File: config.mk
export PLATFORM = sky130hd
export DESIGN_NAME = alu_muldiv_seq
export DESIGN_NICKNAME = d
export VERILOG_FILES = /design/src/rtl/alu_muldiv_seq_pkg.sv /design/src/rtl/alu_muldiv_seq_md_flags.sv /design/src/rtl/alu_muldiv_seq.sv
export SDC_FILE = /design/constraint.sdc
export NUM_CORES = 1
export LEC_CHECK = 0
export ABC_AREA = 1
export CAP_MARGIN = 30
export CORE_ASPECT_RATIO = 1.25
export CORE_MARGIN = 2
export CORE_UTILIZATION = 25
export CTS_CLUSTER_SIZE = 24
export DETAILED_ROUTE_END_ITERATION = 16
export PLACE_DENSITY = 0.5
export SLEW_MARGIN = 15
export SYNTH_ARGS = -nofsm -noshare
export SYNTH_HDL_FRONTEND = slang
export SYNTH_HIERARCHICAL = 1
export SYNTH_SLANG_ARGS = --single-unit
File: constraint.sdc
create_clock -name CLK -period 3.25 [get_ports CLK]
set_input_delay 0.8125 -clock CLK [delete_from_list [all_inputs] [get_ports CLK]]
set_output_delay 0.8125 -clock CLK [all_outputs]
set_load 0.03 [all_outputs]
File: src/rtl/alu_muldiv_seq_pkg.sv
// rtl/alu_muldiv_seq_pkg.sv - shared constants for the iterative multiply/divide unit
// Op encodings, condition-code bit positions (ALU flag ordering) and sequencer states.
package alu_muldiv_seq_pkg;

  localparam logic [1:0] MD_MULL = 2'b00;
  localparam logic [1:0] MD_MULH = 2'b01;
  localparam logic [1:0] MD_DIVU = 2'b10;
  localparam logic [1:0] MD_MODU = 2'b11;

  localparam int CC_SIGN   = 0;
  localparam int CC_CARRY  = 1;
  localparam int CC_ZERO   = 2;
  localparam int CC_PARITY = 3;

  typedef enum logic [1:0] {
    MD_IDLE = 2'd0,
    MD_RUN  = 2'd1,
    MD_DONE = 2'd2
  } md_state_e;

endpackage

File: src/rtl/alu_muldiv_seq_md_flags.sv
// rtl/alu_muldiv_seq_md_flags.sv - condition codes for a finished multiply/divide result
// Purely combinational; the top registers the output on the edge entering DONE.
module alu_muldiv_seq_md_flags
  import alu_muldiv_seq_pkg::*;
#(
  parameter int WIDTH = 16
) (
  input  logic [WIDTH-1:0] result,
  input  logic [1:0]       op,
  input  logic             divzero,
  input  logic             hi_nonzero,
  output logic [3:0]       cc
);

  always_comb begin
    cc            = '0;
    cc[CC_SIGN]   = result[WIDTH-1];
    cc[CC_ZERO]   = (result == '0);
    cc[CC_PARITY] = ^result;
    // CARRY flags lost product bits on MULL and a zero divisor on divides
    case (op)
      MD_MULL: cc[CC_CARRY] = hi_nonzero;
      MD_MULH: cc[CC_CARRY] = 1'b0;
      default: cc[CC_CARRY] = divzero;
    endcase
  end

endmodule

File: src/rtl/alu_muldiv_seq.sv
// rtl/alu_muldiv_seq.sv - iterative shift-add multiply / restoring divide, one bit per clock
// Sixteen RUN steps per operation; RESULT and CC load on the edge entering DONE.
module alu_muldiv_seq
  import alu_muldiv_seq_pkg::*;
#(
  parameter int WIDTH = 16,
  parameter int CNTW  = 4
) (
  input  logic             CLK,
  input  logic             RESET,
  input  logic             START,
  input  logic [1:0]       MD_OPX,
  input  logic [WIDTH-1:0] ARGA,
  input  logic [WIDTH-1:0] ARGB,
  output logic             BUSY,
  output logic             DONE,
  output logic [WIDTH-1:0] RESULT,
  output logic [3:0]       CC
);

  md_state_e        state_q, state_d;
  logic [CNTW-1:0]  cnt_q, cnt_d;
  logic [1:0]       op_q, op_d;
  logic [WIDTH-1:0] opnd_q, opnd_d;
  logic             divz_q, divz_d;
  logic [WIDTH-1:0] hi_q, hi_d;
  logic [WIDTH-1:0] lo_q, lo_d;
  logic [WIDTH-1:0] result_q, result_d;
  logic [3:0]       cc_q, cc_d;
  logic             busy_q, busy_d;
  logic             done_q, done_d;

  logic [WIDTH:0]   mul_sum;
  logic [WIDTH-1:0] mul_hi, mul_lo;
  logic [WIDTH:0]   rem_s;
  logic [WIDTH-1:0] trial;
  logic             trial_ok;
  logic [WIDTH-1:0] div_hi, div_lo;
  logic [WIDTH-1:0] step_hi, step_lo;
  logic [WIDTH-1:0] fin_result;
  logic [3:0]       fin_cc;
  logic             accept;

  // hi/lo hold {hi,lo} for multiply and {rem,quo} for divide; opnd is A or B accordingly
  always_comb begin
    mul_sum = {1'b0, hi_q} + (lo_q[0] ? {1'b0, opnd_q} : '0);
    mul_hi  = mul_sum[WIDTH:1];
    mul_lo  = {mul_sum[0], lo_q[WIDTH-1:1]};

    rem_s    = {hi_q, lo_q[WIDTH-1]};
    trial_ok = (rem_s >= {1'b0, opnd_q});
    // when the trial succeeds the difference is below the divisor, so WIDTH bits suffice
    trial    = rem_s[WIDTH-1:0] - opnd_q;
    div_hi   = trial_ok ? trial : rem_s[WIDTH-1:0];
    div_lo   = {lo_q[WIDTH-2:0], trial_ok};

    step_hi = op_q[1] ? div_hi : mul_hi;
    step_lo = op_q[1] ? div_lo : mul_lo;

    case (op_q)
      MD_MULL: fin_result = step_lo;
      MD_MULH: fin_result = step_hi;
      MD_DIVU: fin_result = step_lo;
      default: fin_result = step_hi;
    endcase
  end

  alu_muldiv_seq_md_flags #(.WIDTH(WIDTH)) u_md_flags (
    .result     (fin_result),
    .op         (op_q),
    .divzero    (divz_q),
    .hi_nonzero (|step_hi),
    .cc         (fin_cc)
  );

  assign accept = START && (state_q == MD_IDLE || state_q == MD_DONE);

  always_comb begin
    state_d  = state_q;
    cnt_d    = cnt_q;
    op_d     = op_q;
    opnd_d   = opnd_q;
    divz_d   = divz_q;
    hi_d     = hi_q;
    lo_d     = lo_q;
    result_d = result_q;
    cc_d     = cc_q;

    case (state_q)
      MD_RUN: begin
        hi_d  = step_hi;
        lo_d  = step_lo;
        cnt_d = cnt_q + 1'b1;
        if (cnt_q == CNTW'(WIDTH - 1)) begin
          state_d  = MD_DONE;
          result_d = fin_result;
          cc_d     = fin_cc;
        end
      end
      MD_DONE: state_d = MD_IDLE;
      default: state_d = MD_IDLE;
    endcase

    // an accept in DONE overrides the return to IDLE, giving back-to-back operation
    if (accept) begin
      state_d = MD_RUN;
      cnt_d   = '0;
      op_d    = MD_OPX;
      divz_d  = (ARGB == '0);
      hi_d    = '0;
      if (MD_OPX[1]) begin
        opnd_d = ARGB;
        lo_d   = ARGA;
      end else begin
        opnd_d = ARGA;
        lo_d   = ARGB;
      end
    end

    busy_d = (state_d == MD_RUN);
    done_d = (state_d == MD_DONE);
  end

  always_ff @(posedge CLK) begin
    if (RESET) begin
      state_q  <= MD_IDLE;
      cnt_q    <= '0;
      op_q     <= MD_MULL;
      opnd_q   <= '0;
      divz_q   <= 1'b0;
      hi_q     <= '0;
      lo_q     <= '0;
      result_q <= '0;
      cc_q     <= '0;
      busy_q   <= 1'b0;
      done_q   <= 1'b0;
    end else begin
      state_q  <= state_d;
      cnt_q    <= cnt_d;
      op_q     <= op_d;
      opnd_q   <= opnd_d;
      divz_q   <= divz_d;
      hi_q     <= hi_d;
      lo_q     <= lo_d;
      result_q <= result_d;
      cc_q     <= cc_d;
      busy_q   <= busy_d;
      done_q   <= done_d;
    end
  end

  assign BUSY   = busy_q;
  assign DONE   = done_q;
  assign RESULT = result_q;
  assign CC     = cc_q;

endmodule

==> implementation parameters, run 1 <==
Parameter                              Value

Routing
  Violation count after the first detailed-routing iteration    approximately 290
  Average via count per standard cell    4.69
  Overall via count from detail_route    between 7,000 and 8,000
  Wire length per cell after detailed routing    16.1 um
  Count of TritonRoute iterations in the first routing pass    5
  DR WL met3    881 um
  Met1 wire length    ~11 mm
  Detailed-routed wire length on met2    roughly 12 mm
  Final wirelength    24.9 mm
  Top layer reached by signal wires    met4
  Routed Antenna Nets    0
  Count of unresolved DRC violations after routing    0

Synth
  Count of cell types in the netlist    48
  Number of synthesized flops with an enable pin    0
  Asr flop ratio synth    0
  Area of the mapped netlist    approximately 6600 um2
  Primary flip-flop cell chosen by synthesis mapping    dfxtp_1
  Flop and latch count out of synthesis    79
  Net count of the mapped netlist    between 1,000 and 1,500
  Cell count after synthesis    roughly 1,100
  Yosys warnings    6
  Mapped Avg Cell Area    about 6 um2
  Sequential element share of the synthesized area    0.241

Setup path
  Biggest cell delay along the critical path    ~0.36 ns
  Crit Path Category    flip-flop to flip-flop
  Required time reported for the critical path endpoint    about 3.5 ns
  Largest fanout on the critical path    7
  Startpoint Class    flip-flop
  Data arrival time of the critical path    about 3.4 ns
  Max stage delay cell, worst path    dfxtp_1
  Cell seen most often among critical-path stages    nand2_1
  Setup crit end kind    flip-flop

STA
  Headroom to the max-slew limit    0.524
  Final worst hold slack    roughly 0.48 ns
  Hold Vio Cnt, Final    0
  Slew at the pin with the worst max-slew slack    approximately 0.71 ns
  Clock skew after layout    0.00840 ns
  Number of pins exceeding their max-slew limit in the final report    0
  Tmin final    ~3.1 ns
  RSZ-0062 raised after global routing    yes
  Share of the clock period used by the worst path    0.958
  Highest clock rate    ~320 MHz
  Total of endpoints with negative setup slack in the final report    0

Final layout
  Fillers    approximately 2,800
  Most frequent standard cell in the layout excluding fill and tap cells    nand2_1
  Layout cell share with drive strength beyond 1    0.221
  Diode count    0
  Relative area change from synthesis to final layout    37.4%
  Commonest cells after routing, fill and taps aside    nand2_1, inv_1, nor2_1, buf_4, o21ai_0
  Finished Core Util    0.348
  Final #Nets    1,282

Clock network
  Maximum root-to-sink buffer count    2
  Clock sink count    between 70 and 80
  Clock H-tree levels    3
  Clock network latency to the later pin of the worst-skew pair    ~0.35 ns
  CTS clock-pin slew for the worst setup and hold paths    0.07 ns
  Clock tree from TritonCTS    yes
  Clock buffer count from CTS    9
  CTS Root Cell    clkbuf_16

Global route
  Global route total overflow    0
  Global-route wire length before repair    ~38 mm
  Number of antenna violations at the first check in global routing    0
  Via count of the first global-routing pass    ~7,000
  Maximum number of pins on one net before global-route repair    between 40 and 50
  Overall fraction of global-route tracks in use    0.180

Place
  Weighted congestion at the end of routability-driven global placement    between 0.9 and 1
  Detailed-placement wirelength estimate    about 19 mm
  Number of buffers added on ports    58

Floorplanning
  Horiz. Die Dim    between 100 and 150 um
  I/O pin count    between 50 and 60
  Height of the chip    185 um
  Die Outline Area    roughly 28,000 um2
  Initial core utilization    0.253
  Number of rows in the core area    66
  Area inside the core boundary    approximately 26,000 um2

Outcome
  Result of the run    finished clean

Min path
  Path class of the lowest-slack min-delay path    flip-flop to flip-flop

Power and ir drop
  Total power per unit cell area    between 400 and 500 nW/um2
  Worst vdd ir    about 200 uV
  Final Total Pwr    roughly 3.8 mW
  Leakage power of the design    around 4.6 nW

Flow run
  Max-cap violations    0
synth_stat cells (2+ instances only):
cell type / n / share of area
nand2_1: 263 / 0.15
inv_1: 183 / 0.10
nor2_1: 109 / 0.062
o21ai_0: 88 / 0.067
dfxtp_1: 79 / 0.24
a21oi_1: 53 / 0.040
nand3_1: 45 / 0.034
ha_1: 41 / 0.078
clkbuf_1: 24 / 0.014
nand3_2: 18 / 0.027
o22ai_1: 18 / 0.017
nand4_1: 17 / 0.016
mux2i_1: 15 / 0.023
or2_2: 11 / 0.010
nand2_2: 10 / 0.0095
o21ai_1: 10 / 0.0076
buf_2: 9 / 0.0069
inv_2: 7 / 0.0040
o211ai_1: 6 / 0.0069
xor2_1: 6 / 0.0080
nor3_1: 5 / 0.0038
o221ai_1: 5 / 0.0067
nor4_1: 4 / 0.0038
o21a_1: 4 / 0.0046
o21bai_1: 4 / 0.0046
buf_1: 3 / 0.0017
clkinv_1: 3 / 0.0017
nor2_2: 3 / 0.0029
nor2_4: 3 / 0.0051
a211oi_1: 2 / 0.0023
fa_1: 2 / 0.0061
nand3b_1: 2 / 0.0023
metal layers:
layer  global-route usage  vias up
met5                    0        -
met4               0.0728        0
met3               0.0192       50
met2                0.322      181
met1                0.220     3341
li1                     -     3691
area by class of cell:
type | instances | area (um2) | share of cell area
inverter | 193 | 724 | 0.0803
multi-input combinational | 758 | 4560 | 0.505
timing repair buffer | 161 | 1430 | 0.158
sequential | 79 | 1600 | 0.177
clock buffer | 9 | 225 | 0.0250
tap | 340 | 425 | 0.0471
clock inverter | 7 | 62.6 | 0.00693
worst paths after layout:
kind,depth (start not counted),start,to,slack [ns]
worst max-delay path,25,opnd_q[14],CC[3],0.14
worst min-delay path,2,cnt_q[3],cnt_q[3],0.48
worst max register to register,25,opnd_q[14],CC[3],0.14
worst min register to register,2,cnt_q[3],cnt_q[3],0.48
per-stage QoR:
step,std cells,setup TNS [ns],setup WS (ns),instance area [um2]
after floorplan,1068,0,0.0961,6570
after CTS,1533,0,0.00136,8530
after global placement,1514,-0.154,-0.154,8120
final,1547,0,0.137,9020
after detailed placement,1514,-0.144,-0.144,8120
after global routing,1547,-0.0727,-0.0727,9020
what timing repair did:
item                       in CTS  in global routing
buffers inserted                3                 13
gates cloned                    0                  1
pin swaps                       4                 24
setup endpoints to repair       1                  3
gates resized for setup        20                 89
hold buffers                    0                  0
where the power goes:
group / switching [mW] / internal (mW)
Sequential: 0.0479 / 1.02
Clock: 0.477 / 0.538
Combinational: 1.00 / 0.736
Total: 1.53 / 2.29
worst max-delay path: cells and delay by family, from the launching register on:
family,cells,cell delay (ns)
flops,1,0.36
buf+inv,5,0.39
fa+ha+maj,2,0.56
simple gates,15,1.30
compound gates,3,0.37
cell families after synthesis:
family	synth area share
AND/OR/NAND/NOR	0.341
buffers and inverters	0.139
AO/OA/AOI/OAI	0.163
flip-flops	0.241
adder cells (fa/ha/maj)	0.0842
multiplexers	0.0229
XOR/XNOR	0.00934
sequential cells by signal (all words and copies together) (netlist names):
register and count:
state_q 2, divz_q 1, opnd_q 16, DONE 1
RESULT 16, op_q 2, cnt_q 4, CC 4
lo_q 16, hi_q 16, BUSY 1
(Power assumes the default switching activity.)
==> run 2, diff against run 1 <==
PLACE_DENSITY = 0.48   (was 0.5)
clock period = 3 ns   (was 3.25 ns; I/O delays follow)
==> run 2 against run 1 <==
Against the previous run: die area is the same; combinational power rose by 20%; clock power rose by 26%; hold slack got worse by 0.0046 ns; non-clock buffer count up 84; clock skew decreased by 0.0019 ns; sequential cell count did not move; via count increased by 2.7%; critical path type unchanged; critical endpoint is now CC[1].
==> implementation parameters, run 2 (synthesized netlist as in run 1, its figures left out) <==
Parameter                              Value

Setup path
  Required time reported for the critical path endpoint    3.24 ns (was 3.49 ns)
  Largest fanout on the critical path    7 (unchanged)
  Startpoint Class    flip-flop (unchanged)
  Data arrival time of the critical path    3.20 ns (was 3.35 ns)
  Critical register-to-register path endpoint    CC[1] (was CC[3])
  Crit Path Category    flip-flop to flip-flop (unchanged)
  Setup slack on the worst flop-to-flop path    0.04 ns (was 0.14 ns)
  Reg2reg start    opnd_q[15] (was opnd_q[14])
  Setup crit end kind    flip-flop (unchanged)
  Worst-case reg-to-reg path depth    20 (was 25)

Power and ir drop
  Leakage power of the design    5.01 nW (was 4.57 nW)
  Fraction of power consumed by sequential logic    0.257 (was 0.280)
  Final Total Pwr    4.51 mW (was 3.82 mW)
  Switching share of total power    0.362 (was 0.400)
  Total power per unit cell area    454 nW/um2 (was 424 nW/um2)
  Share of power burned in combinational logic    0.460 (was 0.455)
  Net switching power    1.63 mW (was 1.53 mW)
  Clk network pwr share    0.283 (was 0.265)
  Worst vdd ir    259 uV (was 200 uV)
  Internal power summed over all cells    2.88 mW (was 2.29 mW)

Clock network
  CTS clock-pin slew for the worst setup and hold paths    0.06 ns (was 0.07 ns)
  Clock buffer count from CTS    9 (unchanged)
  Maximum root-to-sink buffer count    2 (unchanged)
  Clock H-tree levels    3 (unchanged)
  Clock sink count    79 (unchanged)
  Clock tree from TritonCTS    yes (unchanged)
  Hold bufs inserted after CTS    0 (unchanged)
  CTS Root Cell    clkbuf_16 (unchanged)
  Clock network latency to the later pin of the worst-skew pair    0.35 ns (about the same)

Routing
  Final wirelength    25.3 mm (was 24.9 mm)
  Average via count per standard cell    4.58 (was 4.69)
  Violation count after the first detailed-routing iteration    395 (was 288)
  Wire length per cell after detailed routing    15.6 um (was 16.1 um)
  Count of TritonRoute iterations in the first routing pass    5 (unchanged)
  Count of unresolved DRC violations after routing    0 (unchanged)
  Routed Antenna Nets    0 (unchanged)
  Overall via count from detail_route    7,461 (was 7,263)

Global route
  Maximum number of pins on one net before global-route repair    48 (was 44)
  Via count of the first global-routing pass    7,312 (was 7,043)
  Number of antenna violations at the first check in global routing    0 (unchanged)
  Global route total overflow    0 (unchanged)
  Global-route wire length before repair    38.9 mm (was 38.3 mm)
  Overall fraction of global-route tracks in use    0.183 (was 0.180)

Floorplanning
  Die Outline Area    27,600 um2 (unchanged)
  Number of rows in the core area    66 (unchanged)
  Height of the chip    185 um (unchanged)
  Horiz. Die Dim    149 um (unchanged)
  Initial core utilization    0.253 (unchanged)
  I/O pin count    59 (unchanged)
  Area inside the core boundary    25,900 um2 (unchanged)

STA
  Total of endpoints with negative setup slack in the final report    0 (unchanged)
  Tmin final    2.96 ns (was 3.11 ns)
  RSZ-0062 raised after global routing    yes (unchanged)
  Clock skew after layout    0.00647 ns (was 0.00840 ns)
  Post-route setup slack    0.0374 ns (was 0.137 ns)
  Number of pins exceeding their max-slew limit in the final report    0 (unchanged)
  Highest clock rate    338 MHz (was 321 MHz)
  Share of the clock period used by the worst path    0.988 (was 0.958)
  Hold Vio Cnt, Final    0 (unchanged)
  Slew at the pin with the worst max-slew slack    0.720 ns (was 0.713 ns)
  Headroom to the max-slew limit    0.520 (was 0.524)

Outcome
  Result of the run    finished clean (unchanged)

Min path
  Min-Delay Path Depth    2 (unchanged)
  Path class of the lowest-slack min-delay path    flip-flop to flip-flop (unchanged)
  Worst hold start    cnt_q[3] (unchanged)
  Min-Delay Endpoint    cnt_q[3] (unchanged)

Final layout
  Final #Nets    1,365 (was 1,282)
  Commonest cells after routing, fill and taps aside    nand2_1, buf_4, inv_1, nor2_1, o21ai_0 (was nand2_1, inv_1, nor2_1, buf_4, o21ai_0)
  Diode count    0 (unchanged)
  Most frequent standard cell in the layout excluding fill and tap cells    nand2_1 (unchanged)
  Relative area change from synthesis to final layout    51.1% (was 37.4%)
  Layout cell share with drive strength beyond 1    0.313 (was 0.221)

Place
  Weighted congestion at the end of routability-driven global placement    0.902 (was 0.944)
  Detailed-placement wirelength estimate    19.8 mm (was 19.4 mm)
  Post-placement setup slack    -0.347 ns (was -0.144 ns)
  Number of buffers added on ports    58 (unchanged)

Flow run
  Max-cap violations    0 (unchanged)
[run 2: changes by cell type in the layout (fill, tap and decap cells not counted), sizes merged]
| cell | delta |
|---|---|
| inv | -5 |
| bufinv | +2 |
| nand2 | -1 |
| clkdlybuf4s50 | -1 |
| clkbuf | +5 |
| clkinv | -2 |
| buf | +85 |
[run 2: worst max-delay path, cell delays in order (launching register included)]
cell and delay (ns):
dfxtp_1 0.34, inv_1 0.07, ha_1 0.35, nand2_2 0.15, nor2_1 0.05, nand2_1 0.09
nand2_2 0.10, nor2_8 0.13, nand2_8 0.08, buf_4 0.16, nand3b_1 0.08, nand3_1 0.16
buf_4 0.18, nor2_1 0.09, nand2_1 0.07, nor2_1 0.13, buf_4 0.14, nand2_1 0.05
a22o_1 0.22, o21ai_1 0.15, nor2_1 0.05
[run 2: layout make-up]
class / instances / area (um2)
Clock buffer: 14 / 284
Timing Repair Buffer: 245 / 2030
Sequential cell: 79 / 1600
Tap cell: 340 / 425
Multi-Input combinational cell: 757 / 4790
Inverter: 193 / 729
Clock inverter: 2 / 60.1
Fill cell: 2816 / 16000
[run 2: how the worst max path moves through the flow]
| stage | startpoint | to | slack [ns] |
|---|---|---|---|
| floorplan | lo_q[0] | CC[3] | 0.02 |
| global placement | lo_q[0] | CC[3] | -0.31 |
| detailed placement | lo_q[0] | CC[3] | -0.35 |
| CTS | lo_q[0] | CC[3] | -0.01 |
| global route | lo_q[0] | CC[3] | -0.20 |
| finish | opnd_q[15] | CC[1] | 0.04 |
[run 2: what timing repair did]
action,4_1_cts,5_1_grt
pin swaps,17,43
setup endpoints to repair,3,3
resized for setup,83,95
buffers inserted,5,10
gates cloned,0,1
[run 2: metrics by stage]
step                      setup TNS (ns)  area, um2  hold slack (ns)  cells  utilization
after floorplan                        0       6570            0.429   1068            -
after global placement            -0.536       8690            0.447   1598        0.335
after detailed placement          -0.607       8690            0.462   1598        0.335
after CTS                        -0.0106       9490            0.475   1619        0.366
after global routing              -0.346       9920            0.520   1630        0.383
final                                  0       9920            0.474   1630        0.383
[run 2: power groups by stage]
stage                     registers (mW)  logic (mW)  clock network [mW]
after floorplan                     1.16        1.04                   0
after global placement              1.17        1.77                   0
after detailed placement            1.17        1.78                   0
after CTS                           1.15        1.91                1.31
after global routing                1.16        2.28                1.35
final                               1.16        2.08                1.27
[run 2: metal layers]
metal	track usage	vias up	wire length [um]
met5	0	-	0
met4	0.0644	0	730
met3	0.0175	36	908
met2	0.341	157	12900
met1	0.216	3411	10800
li1	-	3857	-
